`src/rtl/button_event_gen.sv`:
```
// Turns the debounced button level into press, release, short, long and
// auto-repeat pulses, and keeps a wrapping press counter.
module button_event_gen #(
    parameter int LONG_CNT   = 1000,
    parameter int REPEAT_CNT = 250,
    parameter int CNT_W      = 16
) (
    input  logic       msclk,
    input  logic       rst_n,
    input  logic       cleanbtn,
    output logic       press_p,
    output logic       release_p,
    output logic       short_p,
    output logic       long_p,
    output logic       rep_p,
    output logic       held,
    output logic [7:0] press_count
);

    typedef enum logic [1:0] {
        IDLE,
        PRESS,
        HELD
    } state_t;

    localparam logic [CNT_W-1:0] LONG_LAST = CNT_W'(LONG_CNT - 1);
    localparam logic [CNT_W-1:0] REP_LAST  = CNT_W'(REPEAT_CNT - 1);

    state_t           state;
    state_t           state_d;
    logic [CNT_W-1:0] cnt;
    logic [CNT_W-1:0] cnt_d;
    logic             btn_q;
    logic             rise;
    logic             press_d;
    logic             release_d;
    logic             short_d;
    logic             long_d;
    logic             rep_d;
    logic             held_d;
    logic [7:0]       count_d;

    assign rise = cleanbtn & ~btn_q;

    always_comb begin
        state_d   = state;
        cnt_d     = cnt;
        press_d   = 1'b0;
        release_d = 1'b0;
        short_d   = 1'b0;
        long_d    = 1'b0;
        rep_d     = 1'b0;
        held_d    = held;
        count_d   = press_count;
        unique case (state)
            IDLE: begin
                if (rise) begin
                    press_d = 1'b1;
                    count_d = press_count + 8'd1;
                    cnt_d   = '0;
                    state_d = PRESS;
                end
            end
            PRESS: begin
                if (!cleanbtn) begin
                    release_d = 1'b1;
                    short_d   = 1'b1;
                    state_d   = IDLE;
                end else if (cnt == LONG_LAST) begin
                    long_d  = 1'b1;
                    cnt_d   = '0;
                    held_d  = 1'b1;
                    state_d = HELD;
                end else begin
                    cnt_d = cnt + 1'b1;
                end
            end
            HELD: begin
                // Release from HELD is never a short press.
                if (!cleanbtn) begin
                    release_d = 1'b1;
                    held_d    = 1'b0;
                    cnt_d     = '0;
                    state_d   = IDLE;
                end else if (cnt == REP_LAST) begin
                    rep_d = 1'b1;
                    cnt_d = '0;
                end else begin
                    cnt_d = cnt + 1'b1;
                end
            end
            default: begin
                state_d = IDLE;
                cnt_d   = '0;
                held_d  = 1'b0;
            end
        endcase
    end

    // btn_q resets high so a button held through reset needs a fresh press.
    always_ff @(posedge msclk or negedge rst_n) begin
        if (!rst_n) begin
            state       <= IDLE;
            cnt         <= '0;
            btn_q       <= 1'b1;
            press_p     <= 1'b0;
            release_p   <= 1'b0;
            short_p     <= 1'b0;
            long_p      <= 1'b0;
            rep_p       <= 1'b0;
            held        <= 1'b0;
            press_count <= 8'd0;
        end else begin
            state       <= state_d;
            cnt         <= cnt_d;
            btn_q       <= cleanbtn;
            press_p     <= press_d;
            release_p   <= release_d;
            short_p     <= short_d;
            long_p      <= long_d;
            rep_p       <= rep_d;
            held        <= held_d;
            press_count <= count_d;
        end
    end

endmodule

```
`config.mk`:
```
export PLATFORM = sky130hd
export DESIGN_NAME = button_event_gen
export DESIGN_NICKNAME = d
export VERILOG_FILES = /design/src/rtl/button_event_gen.sv
export SDC_FILE = /design/constraint.sdc
export NUM_CORES = 1
export LEC_CHECK = 0
export CORE_MARGIN = 5
export CORE_UTILIZATION = 62
export CTS_CLUSTER_DIAMETER = 40
export CTS_CLUSTER_SIZE = 40
export DETAILED_ROUTE_END_ITERATION = 12
export DONT_BUFFER_PORTS = 1
export PLACE_DENSITY_LB_ADDON = 0.2
export RECOVER_POWER = 100
export SLEW_MARGIN = 20
export SYNTH_ARGS = -nofsm -noshare
export SYNTH_HDL_FRONTEND = slang
export SYNTH_SLANG_ARGS = --single-unit
export TNS_END_PERCENT = 30
```
`constraint.sdc`:
```
create_clock -name msclk -period 2.4 [get_ports msclk]
set_input_delay 0.36 -clock msclk [delete_from_list [all_inputs] [get_ports msclk]]
set_output_delay 0.36 -clock msclk [all_outputs]
set_load 0.02 [all_outputs]
```
==> results.md <==
| Parameter | Reported |
| --- | --- |
| Vias | 1319 |
| Minimum clock period | 2220 ps |
| Hold path cells | 1 |
| Iter 0 DRT Violations | 95 |
| TritonCTS sink count | 33 |
| Synthesized area | 1700 um2 |
| Hold/Removal Path Class | input port to flip-flop |
| Setup slack after placement | 215 ps |
| Number of buffers inserted during clock tree synthesis | 5 |
| Placement row count | 19 |
| Total count of max-transition violations in the final report | 0 |
| Capturing point of the worst reg2reg path | cnt[5] |
| Top achievable clock speed | 450 MHz |
| Global placer's final weighted congestion | 0.898 |
| Accumulated negative setup slack | 0 ps |
| Static leakage | 0.888 nW |
| Wire length of the first global-routing pass | 6190 um |
| Most Used Layer, Global Route | met2 |
| Critical-path cell with the highest stage delay | sky130_fd_sc_hd__a32oi_1 |
| Critical Setup Path Class | flip-flop to flip-flop |
| Number of I/O port buffers | 0 |
| Unrepaired setup endpoints after global routing | no |
| Starting density of the core | 63.3% |
| Number of optimization iterations in the first detailed-route pass | 4 |
| Synth Warn # | 0 |
| Worst IR Drop VDD | 0.775 mV |
| Final design utilization | 69.5% |
| Number of global-route vias before repair | 1327 |
| Synthesized netlist net count | 180 |
| Top fanout value on the critical path | 6 |
| Mean instance size in the synthesized netlist | 9.94 um2 |
| Hold Startpoint | cleanbtn |
| Cell Area, Placed | 1730 um2 |
| CTS tree | yes |
| Grt ovf | 0 |
| Worst-case headroom to the max-slew limit | 7.39% |
| Max_cap viols | 0 |
| Global-route met3 utilization | 4.68% |
| Setup-violating endpoint count in the final report | 0 |
| Clk_skew | 6.43 ps |
| Required arrival time at the worst endpoint | 2620 ps |
| Fraction of the yosys area taken by sequential cells | 48.7% |
| CP endpoint kind | flip-flop |
| Drt total wl | 3520 um |
| Flop and latch count out of synthesis | 33 |
| Clock latency of the later-clocked register in the worst-skew pair | 330 ps |
| Die area | 3890 um2 |
| Syn Inst Count | 171 |
| H-tree depth | 2 |
| Number of cells in the design after placement | 201 |
| Worst reg-to-reg path cell count | 6 |
| Final layout net count | 189 |
| Die Y-Extent | 62.4 um |
| GR Util All Layers | 19.6% |
| Final critical-path share of the clock period | 92.5% |
| Antenna violations before repair | 0 |
| Placeable core region | 2690 um2 |
| Flop-to-flop setup slack | 180 ps |
| Drt via density | 6.22 |
| Cell breakdown of the critical path | ha_1 -> and4bb_2 -> nand4_2 -> a32oi_1 -> nor2_1 -> a221o_1 |
| Relative area change from synthesis to final layout | 9.87% |
| Fin. Hold Viols | 0 |
| Die X-Extent | 62.4 um |
| Setup slack after layout | 180 ps |
| Antenna Diode Count | 0 |
| Startpoint of the worst-slack reg-to-reg timing path | cnt[0] |
| Largest net degree at the start of global routing | 34 |
| Arrival time reported for the critical path endpoint | 2440 ps |
| Pwr dens | 890 nW/um2 |
| Most common library cell in the layout ignoring fill and taps | sky130_fd_sc_hd__dfrtp_1 |
| Bufs on Longest Clock Path | 2 |
| Maximum cell stage delay along the critical path | 450 ps |
| Fin area | 1870 um2 |
| DRC Markers | 0 |
| Share of post-route cells with drive strength above 1 | 10.5% |
| Crit start category | flip-flop |
| Endpoint, Worst Hold | release_p |
| Clock slew seen by the registers of the worst setup and hold paths | 100 ps |
| Top-level I/O count | 17 |
| Most frequent cells in the layout | sky130_fd_sc_hd__dfrtp_1, sky130_fd_sc_hd__nand2_1, sky130_fd_sc_hd__nand3_1 |
| Post-synthesis cell type count | 42 |
| Number of buffers and inverters on the critical path | 0 |
| Post-CTS setup buffer count | 0 |
| Count of non-filler cells in the finished layout | 212 |
| Worst-margin pin slew | 1390 ps |
| Final ANT Viol Nets | 0 |
| Outcome | finished, final reports clean |
| Routed wire per std cell | 16.6 um |
| Crit path max-delay family | compound AO/OA/AOI/OAI gates |
| Clock Root Buffer | sky130_fd_sc_hd__clkbuf_4 |
| Half-perimeter wire length after placement | 2380 um |
| Count of fill cells added during filler insertion | 200 |
| Global routing met2 resource utilization | 33.0% |
| Global routing usage on met1 | 24.4% |
state kept, by name, summed over array words and instances (netlist names):
name         count
btn_q            1
cnt             16
held             1
long_p           1
press_count      8
press_p          1
release_p        1
rep_p            1
short_p          1
state            2
cell families (layout without fill, tap and decap cells):
logic type,after synthesis,after routing,synth area share [%]
flip-flops,33,33,48.7
AO/OA/AOI/OAI,37,37,15.3
buffers and inverters,11,21,2.87
AND/OR/NAND/NOR,77,77,25.1
XOR/XNOR,7,7,3.61
adder cells (fa/ha/maj),6,6,4.42
what timing repair did:
| action | 4_1_cts | 5_1_grt |
|---|---|---|
| hold endpoints to repair | 33 | 1 |
| gates resized for setup | 0 | 1 |
| endpoints found under the setup margin | 0 | 1 |
| hold buffers | 2 | 1 |
cell usage after synthesis, drive strengths merged:
master / count / share of area [%]
a21o: 3 / 1.3
a21oi: 8 / 2.4
a221o: 2 / 1.2
a22o: 4 / 2.2
a31oi: 2 / 0.74
a32o: 1 / 0.66
a32oi: 2 / 1.0
and2: 4 / 1.5
and3: 4 / 1.5
and4: 1 / 0.52
and4b: 1 / 0.59
and4bb: 2 / 1.5
buf: 1 / 0.66
clkbuf: 2 / 0.44
dfrtp: 32 / 47
dfstp: 1 / 1.5
ha: 6 / 4.4
inv: 8 / 1.8
nand2: 20 / 4.4
nand3: 15 / 4.4
nand3b: 1 / 0.44
nand4: 5 / 2.2
nor2: 13 / 3.0
nor2b: 3 / 1.1
nor3: 3 / 0.88
nor3b: 1 / 0.44
nor4: 1 / 1.3
o21ai: 8 / 2.4
o22ai: 1 / 0.37
o2bb2ai: 1 / 0.52
o311ai: 4 / 2.1
o41ai: 1 / 0.52
or2b: 1 / 0.44
or3: 1 / 0.44
or4: 1 / 0.44
xnor2: 4 / 2.1
xor2: 3 / 1.5
worst reg2reg max path, cell delays in order (launching register included):
cell and delay [ps]:
sky130_fd_sc_hd__dfrtp_1 420, sky130_fd_sc_hd__ha_1 250, sky130_fd_sc_hd__and4bb_2 250, sky130_fd_sc_hd__nand4_2 160
sky130_fd_sc_hd__a32oi_1 450, sky130_fd_sc_hd__nor2_1 230, sky130_fd_sc_hd__a221o_1 340
metal layers:
| metal | wire length (um) | vias up | part of all wire (%) |
|---|---|---|---|
| met5 | 0 | - | 0 |
| li1 | - | 646 | - |
| met2 | 1760 | 37 | 50 |
| met1 | 1560 | 632 | 44 |
| met3 | 161 | 4 | 4.6 |
| met4 | 31 | 0 | 0.88 |
how the worst max path moves through the flow:
stage                         end   start  cells past startpoint
after floorplan            cnt[9]  cnt[0]                      7
final                      cnt[5]  cnt[0]                      6
after global routing       cnt[5]  cnt[0]                      6
after CTS                 cnt[14]  cnt[0]                      6
after global placement     cnt[5]  cnt[0]                      6
after detailed placement  cnt[14]  cnt[0]                      6
power breakdown:
group / internal (W) / total [W] / switching (W)
clock: 0.000323 / 0.000513 / 0.000190
combinational: 0.000144 / 0.000394 / 0.000250
sequential: 0.000624 / 0.000755 / 0.000130
total: 0.00109 / 0.00166 / 0.000571
final cells by class:
class | count | area (um2) | share of cell area, %
sequential | 33 | 827 | 44.3
multi-input combinational | 127 | 821 | 44.0
clock inverter | 3 | 65.1 | 3.49
timing repair buffer | 5 | 47.5 | 2.55
tap | 31 | 38.8 | 2.08
clock buffer | 5 | 37.5 | 2.01
inverter | 8 | 30.0 | 1.61
through the flow:
stage / power (W) / hold WS [ps]
4_1_cts: 0.00168 / 4.07
3_5_place_dp: 0.00114 / 65.2
5_1_grt: 0.00177 / 57.9
3_3_place_gp: 0.00112 / 65.2
2_1_floorplan: 0.00105 / 64.4
6_report: 0.00166 / 82.5
No activity file was read; power rests on OpenSTA's default activity.
